[config.mk]
export PLATFORM = sky130hd
export DESIGN_NAME = p_mul_stream_bridge
export DESIGN_NICKNAME = d
export VERILOG_FILES = /design/src/rtl/p_mul_stream_bridge.sv
export SDC_FILE = /design/constraint.sdc
export NUM_CORES = 1
export LEC_CHECK = 0
export ABC_AREA = 1
export CORE_ASPECT_RATIO = 0.6
export CORE_MARGIN = 2
export CORE_UTILIZATION = 35
export CTS_CLUSTER_SIZE = 14
export DETAILED_ROUTE_END_ITERATION = 6
export GPL_TIMING_DRIVEN = 0
export SKIP_CTS_REPAIR_TIMING = 1
export SYNTH_ARGS = -nofsm -noshare
export SYNTH_HDL_FRONTEND = slang
export SYNTH_SLANG_ARGS = --single-unit
[constraint.sdc]
create_clock -name clk -period 2.5 [get_ports clk]
set_input_delay 0.375 -clock clk [delete_from_list [all_inputs] [get_ports clk]]
set_output_delay 0.375 -clock clk [all_outputs]
set_load 0.005 [all_outputs]
[src/rtl/p_mul_stream_bridge.sv]
`default_nettype none
`timescale 1ns/1ps
// +--------------------------------------------------------------------------+
// | Module      : p_mul_stream_bridge                                        |
// | Description : Word-serial front end for P_MUL. Gathers a 142-bit operand |
// |               vector as 16-bit stream words, strobes it onto the P_MUL   |
// |               operand interface, captures the 96-bit result and returns  |
// |               it as 16-bit stream words. One transaction in flight.      |
// | Options     : P_MUL_BRIDGE_TIMEOUT_EN - WAIT watchdog of TIMEOUT_CYC     |
// |               cycles; expiry sets err and abandons the transaction.      |
// | Revision    : 1.0 - initial release                                      |
// +--------------------------------------------------------------------------+
module p_mul_stream_bridge #(
    parameter int WORD_W      = 16,
    parameter int IN1_W       = 47,
    parameter int IN2_W       = 47,
    parameter int IN3_W       = 48,
    parameter int OUT_W       = 96,
    parameter int TIMEOUT_CYC = 1024
) (
    input  logic              clk,
    input  logic              rst,
    input  logic              s_valid,
    output logic              s_ready,
    input  logic [WORD_W-1:0] s_data,
    output logic              m_valid,
    input  logic              m_ready,
    output logic [WORD_W-1:0] m_data,
    output logic              m_last,
    output logic [IN1_W-1:0]  in_1,
    output logic [IN2_W-1:0]  in_2,
    output logic [IN3_W-1:0]  in_3,
    output logic              in_valid,
    input  logic [OUT_W-1:0]  out,
    input  logic              out_valid,
    output logic              busy,
    output logic              err
);

    localparam int c_vec_w     = IN1_W + IN2_W + IN3_W;
    localparam int c_in_words  = (c_vec_w + WORD_W - 1) / WORD_W;
    localparam int c_out_words = OUT_W / WORD_W;
    localparam int c_cnt_w     = $clog2(c_in_words);
    localparam int c_idx_w     = $clog2(c_out_words);
    localparam logic [c_cnt_w-1:0] c_cnt_last = c_cnt_w'(c_in_words - 1);
    localparam logic [c_idx_w-1:0] c_idx_last = c_idx_w'(c_out_words - 1);

    typedef enum logic [1:0] {
        ST_LOAD  = 2'd0,
        ST_ISSUE = 2'd1,
        ST_WAIT  = 2'd2,
        ST_SEND  = 2'd3
    } state_t;

    state_t r_state;
    state_t w_state_next;

    logic [c_cnt_w-1:0]                   r_count;
    logic [c_idx_w-1:0]                   r_idx;
    // The final operand word is taken straight from s_data, so only the
    // leading words need storage.
    logic [c_in_words-2:0][WORD_W-1:0]    r_op_words;
    logic [c_vec_w-1:0]                   r_op_hold;
    logic [c_out_words-1:0][WORD_W-1:0]   r_result;
    logic                                 r_err;

    logic w_s_fire;
    logic w_timeout;

    // Acceptance is decoded from state directly so it does not depend on the
    // combinational s_ready output; reset has priority in every register.
    assign w_s_fire = s_valid && (r_state == ST_LOAD);

`ifdef P_MUL_BRIDGE_TIMEOUT_EN
    localparam int c_to_w = $clog2(TIMEOUT_CYC + 1);
    logic [c_to_w-1:0] r_wait_cnt;

    // Watchdog: cleared in ISSUE so it reads 0 on the first WAIT cycle.
    always_ff @(posedge clk) begin
        if (rst) begin
            r_wait_cnt <= '0;
        end else if (r_state == ST_ISSUE) begin
            r_wait_cnt <= '0;
        end else if (r_state == ST_WAIT) begin
            r_wait_cnt <= r_wait_cnt + c_to_w'(1);
        end
    end

    assign w_timeout = (r_state == ST_WAIT) && !out_valid &&
                       (r_wait_cnt == c_to_w'(TIMEOUT_CYC - 1));
`else
    assign w_timeout = 1'b0;

    // Without the watchdog TIMEOUT_CYC has no effect; referenced here so the
    // parameter list stays identical in both builds.
    if (TIMEOUT_CYC < 1) begin : g_timeout_unused
    end
`endif

    // State register.
    always_ff @(posedge clk) begin
        if (rst) begin
            r_state <= ST_LOAD;
        end else begin
            r_state <= w_state_next;
        end
    end

    // Next-state decode and handshake/strobe outputs.
    always_comb begin
        w_state_next = r_state;
        s_ready      = 1'b0;
        in_valid     = 1'b0;
        m_valid      = 1'b0;
        busy         = 1'b0;
        case (r_state)
            ST_LOAD: begin
                s_ready = !rst;
                if (w_s_fire && (r_count == c_cnt_last)) begin
                    w_state_next = ST_ISSUE;
                end
            end
            ST_ISSUE: begin
                busy         = 1'b1;
                in_valid     = 1'b1;
                w_state_next = ST_WAIT;
            end
            ST_WAIT: begin
                busy = 1'b1;
                if (out_valid) begin
                    w_state_next = ST_SEND;
                end else if (w_timeout) begin
                    w_state_next = ST_LOAD;
                end
            end
            ST_SEND: begin
                busy    = 1'b1;
                m_valid = 1'b1;
                if (m_ready && (r_idx == c_idx_last)) begin
                    w_state_next = ST_LOAD;
                end
            end
            default: begin
                w_state_next = ST_LOAD;
            end
        endcase
    end

    // Operand collection, result capture, word index and sticky error.
    always_ff @(posedge clk) begin
        if (rst) begin
            r_count    <= '0;
            r_idx      <= '0;
            r_op_words <= '0;
            r_op_hold  <= '0;
            r_result   <= '0;
            r_err      <= 1'b0;
        end else begin
            if (w_s_fire) begin
                if (r_count == c_cnt_last) begin
                    // Pad bits above the vector fall off in the truncation.
                    r_count   <= '0;
                    r_op_hold <= c_vec_w'({s_data, r_op_words});
                end else begin
                    r_count <= r_count + c_cnt_w'(1);
                    for (int k = 0; k < c_in_words - 1; k++) begin
                        if (r_count == c_cnt_w'(k)) begin
                            r_op_words[k] <= s_data;
                        end
                    end
                end
            end
            if ((r_state == ST_WAIT) && out_valid) begin
                r_result <= out;
            end
            if ((r_state == ST_SEND) && m_ready) begin
                r_idx <= (r_idx == c_idx_last) ? '0 : r_idx + c_idx_w'(1);
            end
            if ((out_valid && (r_state != ST_WAIT)) || w_timeout) begin
                r_err <= 1'b1;
            end
        end
    end

    // Result word select for the output stream.
    always_comb begin
        m_data = '0;
        for (int k = 0; k < c_out_words; k++) begin
            if (r_idx == c_idx_w'(k)) begin
                m_data = r_result[k];
            end
        end
    end

    assign m_last = (r_state == ST_SEND) && (r_idx == c_idx_last);
    assign in_1   = r_op_hold[IN1_W-1:0];
    assign in_2   = r_op_hold[IN1_W +: IN2_W];
    assign in_3   = r_op_hold[IN1_W + IN2_W +: IN3_W];
    assign err    = r_err;

endmodule
`default_nettype wire

* Word-level counts from Yosys, hierarchy flattened
Index checks and enable logic that the tools add are counted.
Storage, ports and cells: logic and storage cells 80, bits in registers 376, bits of input ports 117, output and inout port bits 164
Operators by class: $add $sub $neg 2, equal/unequal tests 20, reductions and logical operators 22, muxes and demuxes 16, bitwise logic cells 1
Operators by type and width (count):
- $mux W16 | 6
- $reduce_and A3 Y1 | 9
- $eq A4 B3 Y1 const B | 4
- $eq A4 B2 Y1 const B | 2
- $pmux W2 S4 | 1
- $logic_and A1 B1 Y1 | 7
- $eq A3 B2 Y1 const B | 2
- $eq A3 B3 Y1 const B | 2
- $mux W2 | 3
- $ne A2 B2 Y1 const B | 3
- $add A4 B1 Y4 const B | 1
- $eq A2 B2 Y1 const B | 2
- $eq A4 B1 Y1 const B | 1
- $eq A4 B4 Y1 const B | 1
- $logic_not A4 Y1 | 1
- $mux W1 | 4
- $mux W4 | 1
- $add A3 B1 Y3 const B | 1
- $eq A3 B1 Y1 const B | 1
- $logic_not A3 Y1 | 1
- $mux W3 | 1
- $reduce_or A3 Y1 | 1
- $eq A2 B1 Y1 const B | 1
- $logic_not A2 Y1 | 1
- other kinds (4) | 4

* Longest topological paths before layout
depth after elaboration 7, depth in mapped cells 12, depth with buffers taken out 8

* Least setup slack after synthesis
OpenSTA, ideal clock, no wires.
path type reg-to-output, start register r_idx[1], end output m_data[10], path buffers 4, arrival 1823 ps, cell stages (with the launch flop) 13, slack 302 ps, data required time 2125 ps, cell sequence dfxtp_1 buf_2 buf_1 nand2_1 inv_1 ha_1 clkbuf_1 inv_1 clkbuf_1 nand2_1 nand2_1 nand2_1 nand2_1
Between the ends: cells in the longest elaborated chain, start to end 7, elaborated cells on any way between the ends 12, those cells by class eq/ne: 5; mux: 6; reduce/logical: 1
Ends and longest elaborated chain:
- from (decl) | RTL line 59 | logic [c_idx_w-1:0] r_idx;
- from (signal assigned) | RTL line 177 | r_idx <= (r_idx == c_idx_last) ? '0 : r_idx + c_idx_w'(1);
- $logic_not A3 Y1 | RTL line 189 | if (r_idx == c_idx_w'(k)) begin
- $mux W16 (5 in a row) | RTL line 189
- $mux W16 * | RTL line 189
- to (decl) | RTL line 28 | output logic [WORD_W-1:0] m_data,
Mark *: on every way between the ends. The rest lies on a longest branch, timed or not.

* Worst setup path after layout
Same ends and word-level chain as after synthesis.

==> key figures <==
Yosys
  • Syn Area/Cell: 7.89 µm²
  • Sequential share of the synthesized area: 54.4%
  • Synth warnings: 0
  • Mapped Cells: 1754
  • Synthesized area: 13800 µm²
  • Share of the synthesized area in the top cell type: 54.4%
  • Top post-synthesis cells by area: dfxtp_1 (54%), o21ai_0 (12%), nor2_1 (9.9%), a21oi_1 (8.3%), nand2_1 (2.5%)
  • Cell taking the most area after synthesis: dfxtp_1
  • Net Count, Synth: 1881
  • Synth unique cells: 28
  • #FFs+latches synth: 376

Critical path
  • Reg2reg end: r_op_hold[11]
  • Worst reg2reg path startpoint: r_state[1]
  • Worst path buffer plus inverter count: 6
  • Crit-path slowest cell: dfxtp_4
  • Startpoint Class: flop
  • Worst setup EP type: primary output
  • FF-to-FF setup slack: 0.14 ns
  • CP top delay family: buffers and inverters
  • Critical setup path kind: reg -> out
  • Critical-path cell list: buf_8, buf_8, nand2_2, inv_2, ha_4, clkinv_4, buf_6, nand2_1, nand2_2, nand2_1, nand2_1, dlymetal6s2s_1
  • Worst Setup SP: r_idx[1]
  • Data required, critical path: 2.12 ns
  • Worst Path Max Fanout: 6
  • Worst path max stage delay: 0.38 ns
  • CP dominant cell by count: nand2_1
  • R2R depth: 8
  • Critical path arrival: 2.15 ns

Routing
  • Pre-Repair DR Iteration Count: 5
  • Final wirelength: 50.8 mm
  • Final antenna-violating net count: 0
  • Residual DRC: 0
  • 1st-iter DRT viols: 1309
  • Via/cell ratio: 5.15
  • Wire per inst: 19.3 µm
  • Vias: 13584

Placement
  • Gpl congestion: 0.965
  • DP HPWL: 37.6 mm
  • Buffers on Ports: 280
  • Cells after DPL: 2556

GRT
  • Global-route wire length before repair: 74.6 mm
  • Initial antenna violation count: 4
  • Largest net degree at the start of global routing: 15
  • Global route overflow: 0
  • All-layer global routing usage: 23.8%
  • Number of global-route vias before repair: 12767

Floorplan
  • Core area: 39000 µm²
  • Die ar.: 41200 µm²
  • Chip height: 158 µm
  • Die X: 261 µm
  • Initial core utilization: 35.4%
  • Core Rows: 56
  • Top Ports: 281

Finish
  • Nets: 2214
  • Non-filler cells, final: 2637
  • Share of layout cells above drive strength 1: 11.0%
  • Area grow syn2layout: 37.5%
  • Filler cells: 3787

STA
  • Tmin final: 2.52 ns
  • Worst Skew: 0.0411 ns
  • Final Max Tran Viols: 0
  • Worst slew margin: 34.5%
  • Hold Violations, Final: 0
  • Worst-margin pin slew: 0.982 ns
  • Final Cycle Share: 101%
  • Final worst slack: -0.0210 ns
  • Final Setup Violations: 1
  • RSZ-0062 raised after global routing: true
  • Max Fclk: 397 MHz

Clocking
  • Skew-Pair Late Insertion Delay: 0.55 ns
  • H-tree levels: 2
  • Clk root buf: clkbuf_16
  • CTS tree: built
  • Maximum buffer depth of the clock tree: 3
  • Num Clock Sinks: 376
  • Clock slew at reported path FFs: 0.07 ns
  • TritonCTS Buffers: 37

Hold path
  • Hold depth: 2
  • Hold path start: r_op_words[110]
  • Hold Path Class: reg -> reg
  • Hold Path Sink: r_op_words[110]

Power and ir drop
  • Power Dens Cells: 778 nW/µm²
  • VDD IR max: 0.358 mV
  • LEAKAGE: 7.80 nW
  • Tot Pwr: 14.8 mW

Run status
  • Status: finished, violations left
  • Violated checks: negative setup slack

Run
  • Maxcap violations: 0
power breakdown:
part	total [mW]	switching, mW	internal, mW
sequential	6.80	0.296	6.50
clock	5.58	2.45	3.13
combinational	2.41	1.52	0.889
worst register-to-register path, cell delays in order, from the launching register on:
cell      delay (ns)
dfxtp_1         0.34
inv_1           0.13
ha_1            0.33
nand3_2         0.20
nor2_4          0.45
inv_2           0.23
clkbuf_1        0.30
nor2_1          0.23
nor2_1          0.07
metal layers:
layer	vias to the layer above	wire length [µm]	global-route usage [%]
met3	59	4310	6.47
li1	6504	-	-
met5	-	16	0
met1	6523	24400	35.1
met4	2	956	6.07
met2	496	21100	34.0
through the flow:
| stage | worst slack (ns) | cell area [µm²] | utilization (%) | hold slack, ns | TNS (ns) |
|---|---|---|---|---|---|
| after floorplan | 0.302 | 13800 | - | 0.430 | 0 |
| after CTS | -1.39 | 18500 | 47.3 | 0.456 | -19.89 |
| after detailed placement | -0.819 | 17300 | 44.3 | 0.447 | -22.19 |
| after global routing | -0.107 | 19000 | 48.7 | 0.475 | -0.304 |
| after global placement | -0.842 | 17300 | 44.3 | 0.439 | -22.45 |
| final | -0.0210 | 19000 | 48.7 | 0.456 | -0.0210 |
cell usage after synthesis:
master / number
nand3_1: 55
dfxtp_1: 376
nor2_1: 364
xor2_1: 1
a221oi_1: 1
o21ai_0: 344
inv_2: 7
nand2_1: 92
nor3_2: 1
buf_6: 5
buf_2: 42
or2_2: 1
clkbuf_2: 1
a21oi_1: 228
nand2_2: 2
clkbuf_1: 79
nor2_2: 7
inv_1: 80
buf_4: 6
nand3_2: 1
nand4_1: 20
buf_1: 2
ha_1: 10
nor3_1: 1
a211oi_1: 1
o21ai_1: 25
a22oi_1: 1
nor2_4: 1
worst max path at each step:
stage	endpoint	depth (start not counted)
CTS	m_data[10]	12
detailed placement	m_data[10]	12
global placement	m_data[10]	12
floorplan	m_data[10]	12
finish	m_data[10]	12
global route	m_data[10]	12
area by class of cell:
type	instances	area, µm²	area share, %
antenna	2	5.00	0.0263
buffer	134	724	3.81
clock buffer	54	1080	5.68
clock inverter	11	109	0.572
inverter	87	334	1.76
multi-input combinational	1156	5660	29.7
sequential	376	7540	39.6
tap	522	653	3.43
timing repair buffer	295	2920	15.4
registers in the layout, summed over array words and instances, names as in the netlist:
signal and count:
r_op_hold 142, r_count 4, r_op_words 128, r_state 2, r_idx 3, err 1, r_result 96
kinds of logic after synthesis:
logic type               Yosys count  synth area share, %
AND/OR/NAND/NOR                  545                 16.0
XOR/XNOR                           1               0.0633
buffers and inverters            222                 6.85
adder cells (fa/ha/maj)           10                0.905
flip-flops                       376                 54.4
AO/OA/AOI/OAI                    600                 21.8
cells in the final DEF, fill, tap and decap left out, types with 2 or more instances in the layout:
cell type,count
dfxtp_4,2
nand3_1,44
nand4_1,20
buf_8,5
inv_2,8
a21oi_4,6
nand2_4,8
a21oi_2,7
nor2_4,3
nand3_2,12
nand2_1,61
clkbuf_1,77
dfxtp_1,373
clkinv_2,7
clkbuf_4,3
nor2_2,7
clkbuf_2,16
ha_1,9
nor2_1,362
buf_2,36
clkbuf_8,7
buf_6,14
diode_2,2
o21ai_1,25
o21ai_0,344
a21oi_1,215
buf_4,16
nand2_2,25
clkdlybuf4s50_1,264
inv_1,77
dlymetal6s2s_1,3
clkbuf_16,40
Power figures use the tool's default switching activity.
